==> src/rtl/fofir_tap_sched.sv <==
// Tap/bit-pair sequencer for one FoFIR processing element: drives the PAMAC, DReg write-back and output load.
// Optional zero-activation skip is enabled by defining FOFIR_TAP_SCHED_ZERO_SKIP_EN.
module fofir_tap_sched #(
    parameter int NB_TAPS = 5,
    parameter int TAP_W   = 3,
    parameter int NAP_W   = 4
) (
    input  logic               clk,
    input  logic               rst_n,
    input  logic               act_valid,
    output logic               act_ready,
    input  logic               act_is_zero,
    input  logic [NAP_W-1:0]   n_ap,
    input  logic [TAP_W-1:0]   PD0,
    output logic [TAP_W-1:0]   current_tap,
    output logic [2:0]         PAMAC_BPEB_sel,
    output logic               PAMAC_DFF_en,
    output logic               PAMAC_first_cycle,
    output logic [NB_TAPS-1:0] DRegs_en,
    output logic [NB_TAPS-1:0] DRegs_in_sel,
    output logic [NB_TAPS-1:0] DRegs_clr,
    output logic               index_update_en,
    output logic               out_mux_sel,
    output logic               out_reg_en,
    output logic               out_valid,
    input  logic               out_ready
);

    typedef enum logic [1:0] {S_IDLE, S_MAC, S_WB, S_OUT} state_t;

    state_t             state_q, state_d;
    logic [NAP_W-1:0]   nap_q, nap_d;
    logic [NAP_W-1:0]   bp_q, bp_d;
    logic [TAP_W-1:0]   tap_q, tap_d;
    logic               out_valid_q, out_valid_d;

    logic               accept;
    logic               zero_skip;
    logic [TAP_W:0]     phys_sum;
    logic [TAP_W-1:0]   phys;
    logic [NB_TAPS-1:0] phys_hot;
    logic [NB_TAPS-1:0] pd0_hot;

`ifdef FOFIR_TAP_SCHED_ZERO_SKIP_EN
    assign zero_skip = act_is_zero;
`else
    logic unused_act_is_zero;
    assign unused_act_is_zero = act_is_zero;
    assign zero_skip          = 1'b0;
`endif

    // Held result blocks new work so an unread output is never overwritten.
    assign act_ready = (state_q == S_IDLE) && !(out_valid_q && !out_ready);
    assign accept    = act_valid && act_ready;
    assign out_valid = out_valid_q;

    // Logical tap to physical DReg: tap + PD0 < 2*NB_TAPS, so one subtract suffices.
    assign phys_sum = {1'b0, tap_q} + {1'b0, PD0};
    assign phys     = (phys_sum >= (TAP_W+1)'(NB_TAPS))
                    ? TAP_W'(phys_sum - (TAP_W+1)'(NB_TAPS))
                    : TAP_W'(phys_sum);

    generate
        for (genvar gi = 0; gi < NB_TAPS; gi++) begin : g_hot
            assign phys_hot[gi] = (phys == TAP_W'(gi));
            assign pd0_hot[gi]  = (PD0 == TAP_W'(gi));
        end
    endgenerate

    always_comb begin
        state_d           = state_q;
        nap_d             = nap_q;
        bp_d              = bp_q;
        tap_d             = tap_q;
        current_tap       = '0;
        PAMAC_BPEB_sel    = 3'd0;
        PAMAC_DFF_en      = 1'b0;
        PAMAC_first_cycle = 1'b0;
        DRegs_en          = '0;
        DRegs_in_sel      = '0;
        DRegs_clr         = '0;
        index_update_en   = 1'b0;
        out_mux_sel       = 1'b0;
        out_reg_en        = 1'b0;
        case (state_q)
            S_IDLE: begin
                if (accept) begin
                    nap_d   = (n_ap == '0) ? NAP_W'(1) : n_ap;
                    tap_d   = '0;
                    bp_d    = '0;
                    state_d = zero_skip ? S_OUT : S_MAC;
                end
            end
            S_MAC: begin
                PAMAC_DFF_en      = 1'b1;
                PAMAC_BPEB_sel    = bp_q[2:0];
                PAMAC_first_cycle = (bp_q == '0);
                current_tap       = tap_q;
                if (bp_q == nap_q - NAP_W'(1)) begin
                    state_d = S_WB;
                end else begin
                    bp_d = bp_q + NAP_W'(1);
                end
            end
            S_WB: begin
                current_tap  = tap_q;
                DRegs_en     = phys_hot;
                DRegs_in_sel = phys_hot;
                if (tap_q == TAP_W'(NB_TAPS - 1)) begin
                    state_d = S_OUT;
                end else begin
                    tap_d   = tap_q + TAP_W'(1);
                    bp_d    = '0;
                    state_d = S_MAC;
                end
            end
            S_OUT: begin
                out_mux_sel     = 1'b1;
                out_reg_en      = 1'b1;
                DRegs_clr       = pd0_hot;
                index_update_en = 1'b1;
                state_d         = S_IDLE;
            end
            default: state_d = S_IDLE;
        endcase
    end

    // A fresh result takes priority over a consume in the same cycle.
    always_comb begin
        out_valid_d = out_valid_q;
        if (state_q == S_OUT) begin
            out_valid_d = 1'b1;
        end else if (out_ready) begin
            out_valid_d = 1'b0;
        end
    end

    always_ff @(posedge clk or negedge rst_n) begin
        if (!rst_n) begin
            state_q     <= S_IDLE;
            nap_q       <= '0;
            bp_q        <= '0;
            tap_q       <= '0;
            out_valid_q <= 1'b0;
        end else begin
            state_q     <= state_d;
            nap_q       <= nap_d;
            bp_q        <= bp_d;
            tap_q       <= tap_d;
            out_valid_q <= out_valid_d;
        end
    end

endmodule

==> config.mk <==
export PLATFORM = sky130hd
export DESIGN_NAME = fofir_tap_sched
export DESIGN_NICKNAME = d
export VERILOG_FILES = /design/src/rtl/fofir_tap_sched.sv
export SDC_FILE = /design/constraint.sdc
export NUM_CORES = 1
export LEC_CHECK = 0
export BUFFER_PORTS_ARGS = -buffer_cell sky130_fd_sc_hd__buf_2
export CAP_MARGIN = 0
export CORE_ASPECT_RATIO = 1.4
export CORE_MARGIN = 2
export CORE_UTILIZATION = 51
export DETAILED_ROUTE_END_ITERATION = 6
export GPL_ROUTABILITY_DRIVEN = 0
export GPL_TIMING_DRIVEN = 0
export PLACE_DENSITY = 0.85
export SYNTH_ARGS = -nofsm -noshare
export SYNTH_HDL_FRONTEND = slang
export SYNTH_SLANG_ARGS = --single-unit
export TNS_END_PERCENT = 5
==> constraint.sdc <==
create_clock -name clk -period 6 [get_ports clk]
set_clock_uncertainty 0.2 [all_clocks]
set_input_delay 1.8 -clock clk [delete_from_list [all_inputs] [get_ports clk]]
set_output_delay 1.8 -clock clk [all_outputs]
set_load 0.02 [all_outputs]
# [Word-level counts from Yosys, hierarchy flattened]
# Cells that the tools add are included.
[word_totals] rom_bits=0 register_bits=14 ram_bits=0 latchBits=0 inputBits=12 word_cells=68 n_memories=0 out_inout_bits=28
[op_classes] reduce_logical=18 n_div=0 n_lt_le_gt_ge=1 multipliers=0 eq_ne=17 n_addsub=5 bitwise=0 muxes=22 n_shift=0
[ops] operator="$mux W4" n=4
[ops] operator="$mux W3" n=5
[ops] operator="$eq A3 B2 Y1 const B" n=4
[ops] operator="$pmux W4 S3" n=1
[ops] operator="$mux W5" n=2
[ops] operator="$eq A3 B3 Y1 const B" n=3
[ops] operator="$logic_not A4 Y1" n=2
[ops] operator="$ne A2 B2 Y1 const B" n=4
[ops] operator="$pmux W2 S4" n=1
[ops] operator="$eq A3 B1 Y1 const B" n=2
[ops] operator="$logic_not A3 Y1" n=2
[ops] operator="$mux W2" n=3
[ops] operator="$pmux W3 S2" n=1
[ops] operator="$mux W1" n=5
[ops] operator="$add A3 B3 Y4" n=1
[ops] operator="$add A4 B1 Y4 const B" n=1
[ops] operator="$eq A2 B2 Y1 const B" n=2
[ops] operator="$eq A4 B4 Y1" n=1
[ops] operator="$ge A4 B3 Y1 const B" n=1
[ops] operator="$reduce_and A2 Y1" n=2
[ops] operator="$reduce_and A4 Y1" n=1
[ops] operator="$reduce_bool A2 Y1" n=2
[ops] operator="$sub A4 B1 Y4 const B" n=1
[ops] operator="$add A3 B1 Y3 const B" n=1
[ops] operator="other kinds (8)" n=11

# [Logic depth before layout (Yosys ltp)]
# Gate-level depths: netlist of the first run.
[depth] ltp_word=7 depth_mapped=10 mapped_depth_nobuf=9

# [Worst setup path after synthesis of the first run]
# OpenSTA, ideal clock, no wires.
[synth_timing] path_kind="input to output" from="in PD0[0]" to="out DRegs_in_sel[4]" path_slack_ns=-0.406 arrival_ns=4.406 cell_stages=9 n_path_buf=1 t_required_ns=4.000 path_cell_list="ha_1 -> fa_1 -> inv_1 -> ha_1 -> or2b_1 -> a221oi_4 -> a22oi_1 -> a211oi_1 -> buf_4"
[synth_via] elab_chain_len=5 word_cells_on_any_way=6 cone_classes="add/sub: 2; order compare: 1; eq/ne: 1; mux: 2"
[synth_rtl] item="start, declared" line_no="14" rtl="input logic [TAP_W-1:0] PD0,"
[synth_rtl] item="$add A3 B3 Y4 *" line_no="58" rtl="assign phys_sum = {1'b0, tap_q} + {1'b0, PD0};"
[synth_rtl] item="$ge A4 B3 Y1 / $sub A3 B3 Y3 (equally long branches)" line_no="59, 60"
[synth_rtl] item="$mux W3 *" line_no="60" rtl="? TAP_W'(phys_sum - (TAP_W+1)'(NB_TAPS))"
[synth_rtl] item="$eq A3 B3 Y1 *" line_no="65" rtl="assign phys_hot[gi] = (phys == TAP_W'(gi));"
[synth_rtl] item="$mux W5 *"
[synth_rtl] item="end, declared" line_no="20" rtl="output logic [NB_TAPS-1:0] DRegs_in_sel,"
# Every way passes the cells marked *; elsewhere a longest branch is shown, timed or not.

# [Final worst setup path of the first run]
[layout_timing] from="in PD0[0]" to="out DRegs_in_sel[4]"
[layout_via] elab_chain_len=5 word_cells_on_any_way=6 cone_classes="add/sub: 2; order compare: 1; eq/ne: 1; mux: 2"
[layout_rtl] item="$add A3 B3 Y4 *" line_no="58"
[layout_rtl] item="$ge A4 B3 Y1 / $sub A3 B3 Y3 (equally long branches)" line_no="59, 60"
[layout_rtl] item="$mux W3 *" line_no="60"
[layout_rtl] item="$eq A3 B3 Y1 *" line_no="65"
[layout_rtl] item="$mux W5 *" line_no="85" rtl="case (state_q)"
# Marks and branches as above.

==> results of run 1 <==
## layer usage
metal	wire length, microns	global-route usage (%)	vias to the layer above
met1	1060	21.5	572
li1	-	-	595
met2	1580	36.8	35
met3	108	2.01	9
met4	81	10.4	0
met5	0	0	-
## cell usage after synthesis
library cell	count
sky130_fd_sc_hd__or2_4	1
sky130_fd_sc_hd__mux2i_1	1
sky130_fd_sc_hd__ha_1	14
sky130_fd_sc_hd__nand3_2	1
sky130_fd_sc_hd__nand2b_4	1
sky130_fd_sc_hd__and3_1	3
sky130_fd_sc_hd__o311ai_2	1
sky130_fd_sc_hd__a21oi_2	1
sky130_fd_sc_hd__a221oi_4	1
sky130_fd_sc_hd__and3b_1	1
sky130_fd_sc_hd__o211ai_1	1
sky130_fd_sc_hd__a31oi_1	2
sky130_fd_sc_hd__a21o_1	1
sky130_fd_sc_hd__a32o_1	1
sky130_fd_sc_hd__a221o_1	1
sky130_fd_sc_hd__nand3b_1	1
sky130_fd_sc_hd__o21ai_0	8
sky130_fd_sc_hd__and2_1	6
sky130_fd_sc_hd__a21oi_1	5
sky130_fd_sc_hd__clkbuf_1	3
sky130_fd_sc_hd__o21ba_2	1
sky130_fd_sc_hd__xor2_1	3
sky130_fd_sc_hd__nor3b_1	2
sky130_fd_sc_hd__and4bb_2	1
sky130_fd_sc_hd__or3_1	3
sky130_fd_sc_hd__nor2_1	9
sky130_fd_sc_hd__dfrtp_1	14
sky130_fd_sc_hd__a22oi_1	3
sky130_fd_sc_hd__inv_1	12
sky130_fd_sc_hd__nand2_1	11
sky130_fd_sc_hd__and2_2	1
sky130_fd_sc_hd__mux2_2	2
sky130_fd_sc_hd__xnor2_1	3
sky130_fd_sc_hd__nor3_1	6
sky130_fd_sc_hd__fa_1	1
sky130_fd_sc_hd__xnor3_1	1
sky130_fd_sc_hd__nor2b_1	1
sky130_fd_sc_hd__a21boi_2	1
sky130_fd_sc_hd__buf_4	7
sky130_fd_sc_hd__nand2b_1	3
sky130_fd_sc_hd__or2b_1	1
sky130_fd_sc_hd__a211oi_1	1
sky130_fd_sc_hd__nand3_1	4
## metrics by stage
stage	setup slack, ns	cell area (sq um)	util (%)	cells
after floorplan	-0.0782	1310	-	145
after global placement	-0.178	1540	64.4	217
after global routing	-0.225	1670	69.6	224
after CTS	-0.186	1620	67.6	222
after detailed placement	-0.275	1540	64.4	217
final	-0.100	1670	69.6	224
## worst max-delay path: stages
cell                       delay [ns]
sky130_fd_sc_hd__buf_8           0.11
sky130_fd_sc_hd__ha_4            0.15
sky130_fd_sc_hd__fa_1            0.53
sky130_fd_sc_hd__inv_2           0.08
sky130_fd_sc_hd__ha_4            0.16
sky130_fd_sc_hd__or2b_1          0.26
sky130_fd_sc_hd__a221oi_4        0.39
sky130_fd_sc_hd__a22oi_2         0.17
sky130_fd_sc_hd__a211oi_2        0.20
sky130_fd_sc_hd__buf_4           0.15
sky130_fd_sc_hd__buf_6           0.10
## worst paths after layout
check | slack, ns | cells after the start | from | endpoint
max in group asynchronous | 4.17 | 1 | rst_n | bp_q[0]
min reg2reg | 0.34 | 1 | nap_q[3] | nap_q[3]
max reg2reg | 3.88 | 6 | state_q[0] | bp_q[2]
max | -0.10 | 11 | PD0[0] | DRegs_in_sel[4]
min | 0.34 | 1 | nap_q[3] | nap_q[3]
min in group asynchronous | 1.19 | 1 | rst_n | out_valid
## final cells by class
| cell class | instances | area (sq um) | share of cell area [%] |
|---|---|---|---|
| Sequential cell | 14 | 350 | 21.0 |
| Timing Repair Buffer | 42 | 241 | 14.5 |
| Tap cell | 34 | 42.5 | 2.55 |
| Clock buffer | 3 | 22.5 | 1.35 |
| Inverter | 12 | 45.0 | 2.70 |
| Multi-Input combinational cell | 109 | 900 | 54.0 |
| Buffer | 10 | 63.8 | 3.83 |
## flip-flops by register name (all words and copies together) (netlist names)
signal / flops
tap_q: 3
nap_q: 4
out_valid: 1
bp_q: 4
state_q: 2
## cell families (layout without fill, tap and decap cells)
group | count (synthesis) | in the layout
fa+ha+maj | 15 | 15
flops | 14 | 14
buf+inv | 22 | 67
compound gates | 28 | 28
xor+xnor | 7 | 7
mux | 3 | 3
simple gates | 56 | 56
## power by group through the flow
stage	combinational, mW	clock [mW]	sequential, mW
final	0.665	0.0519	0.174
after global routing	0.737	0.0577	0.178
after CTS	0.629	0.0532	0.174
after detailed placement	0.594	0	0.175
after global placement	0.569	0	0.171
after floorplan	0.461	0	0.167
## what timing repair did
action,CTS,global route
endpoints found under the hold margin,0,0
pin swaps,5,6
setup endpoints to repair,10,10
buffers inserted,2,2
resized for setup,12,6
==> metrics list, run 1 <==
* Final clock period utilization by the worst path: 102%
- Register area share after synthesis: 27.1%
- Buffers placed on the I/O ports in this run total 38.
- In the routed layout, each cell is associated on average with a via count of 5.41.
* Sw Pwr: 0.447 mW
- After technology mapping, the gate count stands at 145.
- The number of nets handed over by synthesis was about 170.
* Pins Over Slew Limit: 0
- Setup crit end kind: output pin
* Endpoint required time on the critical path: 4.00 ns
- The routed layout has roughly 1,200 vias.
- Summed over all cells, the static leakage comes to 0.843 nW.
* Cell Pwr Density: 535 mW/mm^2
- Based on the critical path, the design can be clocked at up to 164 MHz.
- Synth Cell Area: 0.00129 sq mm
* Largest fanout of any net on the critical path: 7
- Core region area: 0.00239 sq mm
- Area share of the leading cell type in the synthesized netlist: 27.1%
* Final count of negative-setup-slack endpoints: 6
- The count of nets left with antenna violations once routing finished came out at 0.
- The checks that failed: setup timing.
* Final Hold Viols: 0
- The synthesized netlist devotes between 10% and 20% of its cell area to compound gates.
- After synthesis, the largest family of logic cells by area is simple AND/OR/NAND/NOR gates.
- Register bit total from synthesis: 14
- Number of buffers created by CTS: 3
- The tree is rooted in a sky130_fd_sc_hd__clkbuf_4.
- For the finished layout, the period the worst path requires is 6.10 ns.
- Max_slew headroom: roughly 74%
- At the pin with the least slew margin, the transition time is approximately 0.39 ns.
* Dominant cell type by area after synthesis: sky130_fd_sc_hd__dfrtp_1
- The initial antenna violation count is 0.
- The final layout contains 219 nets.
* Number of standard-cell rows in the floorplan: 21
- Global-route wire length before repair: 4510 microns
* Share of power burned in the clock network: 5.8%
* Count of H-tree levels built during CTS: 1
* Setup slack of the critical path after layout: -0.100 ns
- Summing internal, switching and leakage power gives 0.890 mW.
- TritonCTS built the clock tree.
* Sequential power share: 19.5%
- Of the total synthesized cell area, the portion taken by full adders, half adders and majority gates is ~15%.
* Warnings, synthesis: 0
- Wires add up to 2830 microns.
- Vertical die dimension: 63.6 microns
* Vias in the first global route: 1,096
* Startpoint-to-endpoint class of the critical path: in2out
- After detailed routing, the average wire length per cell comes to 12.6 microns.
- Number of iterations in the first detailed-routing pass: 4
* Run status: complete, but fails checks
- For this design, the sink count on the clock tree is 14.
* Total die area: approximately 0.0030 sq mm
* Ports: 40
* Antenna diode count: 0
* Setup repair after global routing missed its margin: true
- After detailed routing, the number of remaining DRC violations is 0.
- From synthesis to final layout, the design area changed by 28.7%.
- The post-route netlist has between 30% and 40% of its cells at a drive strength greater than 1.
- Simple logic cell fraction of the synthesized area: between 20% and 30%
* Aggregate global routing overflow: 0
- Placed wire-length estimate after detailed placement: between 2000 and 2500 microns
- Die extent in x: approximately 47 microns
* Avg Cell Area, Syn: around 8.9 sq um
- Clock Latency Late Sink: roughly 0.28 ns
* Pin count of the biggest net entering global routing: 15
- In the layout the commonest cells are sky130_fd_sc_hd__buf_2, sky130_fd_sc_hd__dfrtp_1, sky130_fd_sc_hd__buf_4.
- Setup total negative slack on the finished layout was measured at -0.486 ns.
- After clock tree synthesis, the clock-pin slew on the worst setup and hold paths is 0.08 ns.
- Net switching is 50.2% of the power.
- Post-CTS Hold Fix Bufs: 0
* Kind of path behind the tightest hold check: reg2reg
- Area contributors post-synth: sky130_fd_sc_hd__dfrtp_1, sky130_fd_sc_hd__ha_1, sky130_fd_sc_hd__buf_4
* Starting Density: 54.1%
* Xor/xnor share of the synthesized area: 5.80%
* Filler Cells Inserted: 190
- Worst hold slack across all endpoints: 0.343 ns
- STA classifies the critical path startpoint as a primary input.
- The library cell used most frequently in the layout, excluding fill and tap cells, is sky130_fd_sc_hd__buf_2.
* Data arrival time at the worst-slack endpoint: around 4.1 ns
* Max-cap violations: 0
- Of the total power, combinational logic draws between 70% and 80%.
- Internal Pwr Total: 0.443 mW
- Number of design-rule violations left by the first detailed-router iteration: 19
- Clock buffer depth: 2
- Global routing consumed, over all layers together, 20.4% of the routing resources.
- Measured against the total synthesized area, the mux share comes to around 2.5%.
- Unique masters post-synth: 43
- Across the VDD grid, the largest voltage drop is approximately 0.40 mV.
(Power assumes the default switching activity.)
==> run 2, diff against run 1 <==
Settings changed: REMOVE_ABC_BUFFERS from default to 1.
==> run 2 against run 1 <==
The flow still finishes with violations (setup timing); global-route usage grew 0.23 points; cell count shrank 4.5%; core utilization decreased by 0.94 points; sequential cell count is the same; register-to-register slack improved by 0.02 ns; worst setup slack improved by 0.085 ns; clock power rose by 35%; largest cell class unchanged.
==> metrics list, run 2 (synthesized netlist as in run 1, its figures left out) <==
- Register-to-Register Setup Slack: 3.90 ns (+0.02 ns)
- The internal power was 0.464 mW (+4.7%).
* Max-cap violations: 0 (unchanged)
* Sw Pwr: 0.463 mW (+3.5%)
- Die extent in x: 46.6 microns (unchanged)
- Tracing the worst setup path back leads to its startpoint at PD0[0].
- Global-route wire length before repair: 4660 microns (+3.4%)
- Maximum clock rate: 166 MHz (+1.4%)
* Detail Route Antenna Nets: 0 (unchanged)
- Pin count of the biggest net entering global routing: 15 (unchanged)
- Largest fanout of any net on the critical path: 6 (-1)
* Maximum VDD drop: 0.416 mV (+3.8%)
- Post-Place Cells: 207 (-4.6%)
* Kind of path behind the tightest hold check: reg2reg
- Endpoint required time on the critical path: 4.00 ns (about the same)
- The via-per-instance ratio came to 5.46 (+0.96%).
* Setup slack of the critical path after layout: -0.0152 ns (+0.0852 ns)
- Largest stage delay, worst path: 0.54 ns (about the same)
- The maximum number of buffers from clock root to sink came to 2 (unchanged).
* Startpoint Class: primary input
- The switching power as a share of total power was 49.9% (-0.28 points).
- Number of standard-cell rows in the floorplan: 21 (unchanged)
- Aggregate global routing overflow: 0 (unchanged)
* PortBufs: 38 (unchanged)
* Clock tree from TritonCTS: built
* Source of the worst register-to-register timing path: state_q[0]
- WP buf/inv: 4 (unchanged)
- The headroom to the max-slew limit is 73.2% (-1.0 points).
- Comb power frac: 73.8% (-0.9 points)
* Placed wire-length estimate after detailed placement: 2220 microns (-0.22%)
* Number of vias after detailed routing: 1,168 (-3.6%)
- Total die area: 0.00296 sq mm (unchanged)
- Post-layout net count: 208 (-5.0%)
* Core region area: 0.00239 sq mm (unchanged)
- GRT Util Overall: 20.6% (+0.23 points)
- Cell Pwr Density: 564 mW/mm^2 (+5.5%)
- The via count of the first global-routing pass came to 1,145 (+4.5%).
* Buffer cell driving the clock tree root: sky130_fd_sc_hd__clkbuf_4
- For this design, the slowest cell found on the critical path is sky130_fd_sc_hd__fa_2.
- The count of pins on the block boundary is 40 (unchanged).
- Startpoint-to-endpoint class of the critical path: in2out
* Starting Density: 54.1% (unchanged)
- DRC Markers: 0 (unchanged)
* Final clock period utilization by the worst path: 100% (-1.4 points)
- Worst path cell trace: buf_8 > ha_4 > fa_2 > inv_2 > ha_4 > or2b_1 > a221oi_4 > buf_6 > nor3_4 > a31oi_1 > nor2_1 > buf_2
- Static leakage power: 0.813 nW (-3.6%)
- The summed negative setup slack over all endpoints came to -0.0292 ns (+0.457 ns).
- The arrival time reported for the critical path endpoint came to 4.02 ns (-0.08 ns).
- STA classifies the critical path endpoint as an output pin.
- Sink count of the clock tree: 14 (unchanged)
- Capture point of the worst reg-to-reg path: bp_q[2]
- Most frequent standard cell in the layout excluding fill and tap cells: sky130_fd_sc_hd__buf_2
- Routed wire length: 2890 microns (+1.9%)
* Number of buffers created by CTS: 3 (unchanged)
- Share of power burned in the clock network: 7.6% (+1.8 points)
* Final count of negative-setup-slack endpoints: 2 (-4)
- Crit path top cell by count: sky130_fd_sc_hd__ha_4
- Broken down by cell family, the worst path's largest delay share belongs to adder cells.
- Clock Pin Slew Worst Setup and Hold Paths: 0.09 ns (about the same)
- The routed length per placed instance was 13.5 microns (+6.6%).
* Clock Latency Late Sink: 0.28 ns (about the same)
- Post-CTS Hold Fix Bufs: 0 (unchanged)
* Antenna diode count: 0 (unchanged)
- Setup repair after global routing could not meet its margin everywhere.
- The checks that failed: setup timing.
* Power, Total: 0.927 mW (+4.1%)
- Non-filler cells, final: 214 (-4.5%)
- The y dimension of the die came to 63.6 microns (unchanged).
- The number of cells on the critical path was 12 (+1).
* Area Growth Syn to Fin: 27.0%
* Final Hold Viols: 0 (unchanged)
- The proportion of power drawn by flip-flops and latches was 18.7% (-0.8 points).
- The top cell types in the final layout, fill and taps aside, are sky130_fd_sc_hd__buf_2, sky130_fd_sc_hd__dfrtp_1, sky130_fd_sc_hd__ha_1, sky130_fd_sc_hd__inv_1, sky130_fd_sc_hd__nand2_1.
- Regs by FF count: bp_q (4), nap_q (4), tap_q (3)
- Core occupancy in the finished layout: 68.7% (-0.94 points)
* Fraction of layout instances using a drive strength above 1: 38.3% (-1.1 points)
* Pins Over Slew Limit: 0 (unchanged)
* Pre-CTS setup slack: -0.316 ns (-0.0411 ns)
- Number of cells on the worst reg-to-reg path: 5 (-1)
* Run status: complete, but fails checks
- The time the worst path needs with I/O delays and setup was 6.02 ns (-0.0852 ns).
- Count of H-tree levels built during CTS: 1 (unchanged)
- Slew at the pin closest to its max-slew limit: 0.402 ns (+0.0156 ns)
* Antenna violations before repair: 0 (unchanged)
- Number of design-rule violations left by the first detailed-router iteration: 36 (+17)
- The first-pass iteration count of the detailed router came to 4 (unchanged).
- In this run the worst setup path terminates at DRegs_en[1].
[run 2: layer usage]
layer	share of wire [%]	vias to the layer above	wire, microns	GRT usage [%]
met3	4.0	2	114	2.58
met5	0	-	0	0
met1	37	571	1080	21.0
met2	58	29	1690	40.6
li1	-	566	-	-
met4	0.28	0	8	4.29
[run 2: through the flow]
step,cell area (sq um),hold slack (ns)
after detailed placement,1460,0.326
after global placement,1460,0.323
after global routing,1640,0.370
after floorplan,1230,0.300
after CTS,1600,0.346
final,1640,0.346
[run 2: area by class of cell]
cell class                      count  area, sq um
Clock buffer                        4         36.3
Sequential cell                    14          350
Tap cell                           34         42.5
Timing Repair Buffer               41          255
Multi-Input combinational cell    109          913
Inverter                           12         45.0
Fill cell                         187          748
[run 2: worst min path at each step]
stage,from,end,slack (ns),cells after the start
2_1_floorplan,state_q[1],state_q[1],0.30,1
3_3_place_gp,nap_q[3],nap_q[3],0.32,1
3_5_place_dp,nap_q[3],nap_q[3],0.33,1
4_1_cts,nap_q[3],nap_q[3],0.35,1
5_1_grt,nap_q[3],nap_q[3],0.37,1
6_report,nap_q[3],nap_q[3],0.35,1
[run 2: power groups by stage]
stage,Clock (mW),Sequential [mW],Combinational (mW)
3_3_place_gp,0,0.172,0.528
2_1_floorplan,0,0.167,0.422
6_report,0.0700,0.173,0.683
4_1_cts,0.0698,0.174,0.639
3_5_place_dp,0,0.175,0.556
5_1_grt,0.0748,0.180,0.749
[run 2: what timing repair did]
item,CTS,global route
gates cloned,0,0
endpoints found under the setup margin,10,10
buffers inserted,3,0
gates resized for setup,21,9
pin swaps,6,7
[run 2: worst register-to-register path: cells and delay by family, from the launching register on]
| kind | cells | cell delay, ns |
|---|---|---|
| compound gates | 1 | 0.38 |
| simple gates | 2 | 0.64 |
| flops | 1 | 0.38 |
| buf+inv | 1 | 0.10 |
| fa+ha+maj | 1 | 0.29 |
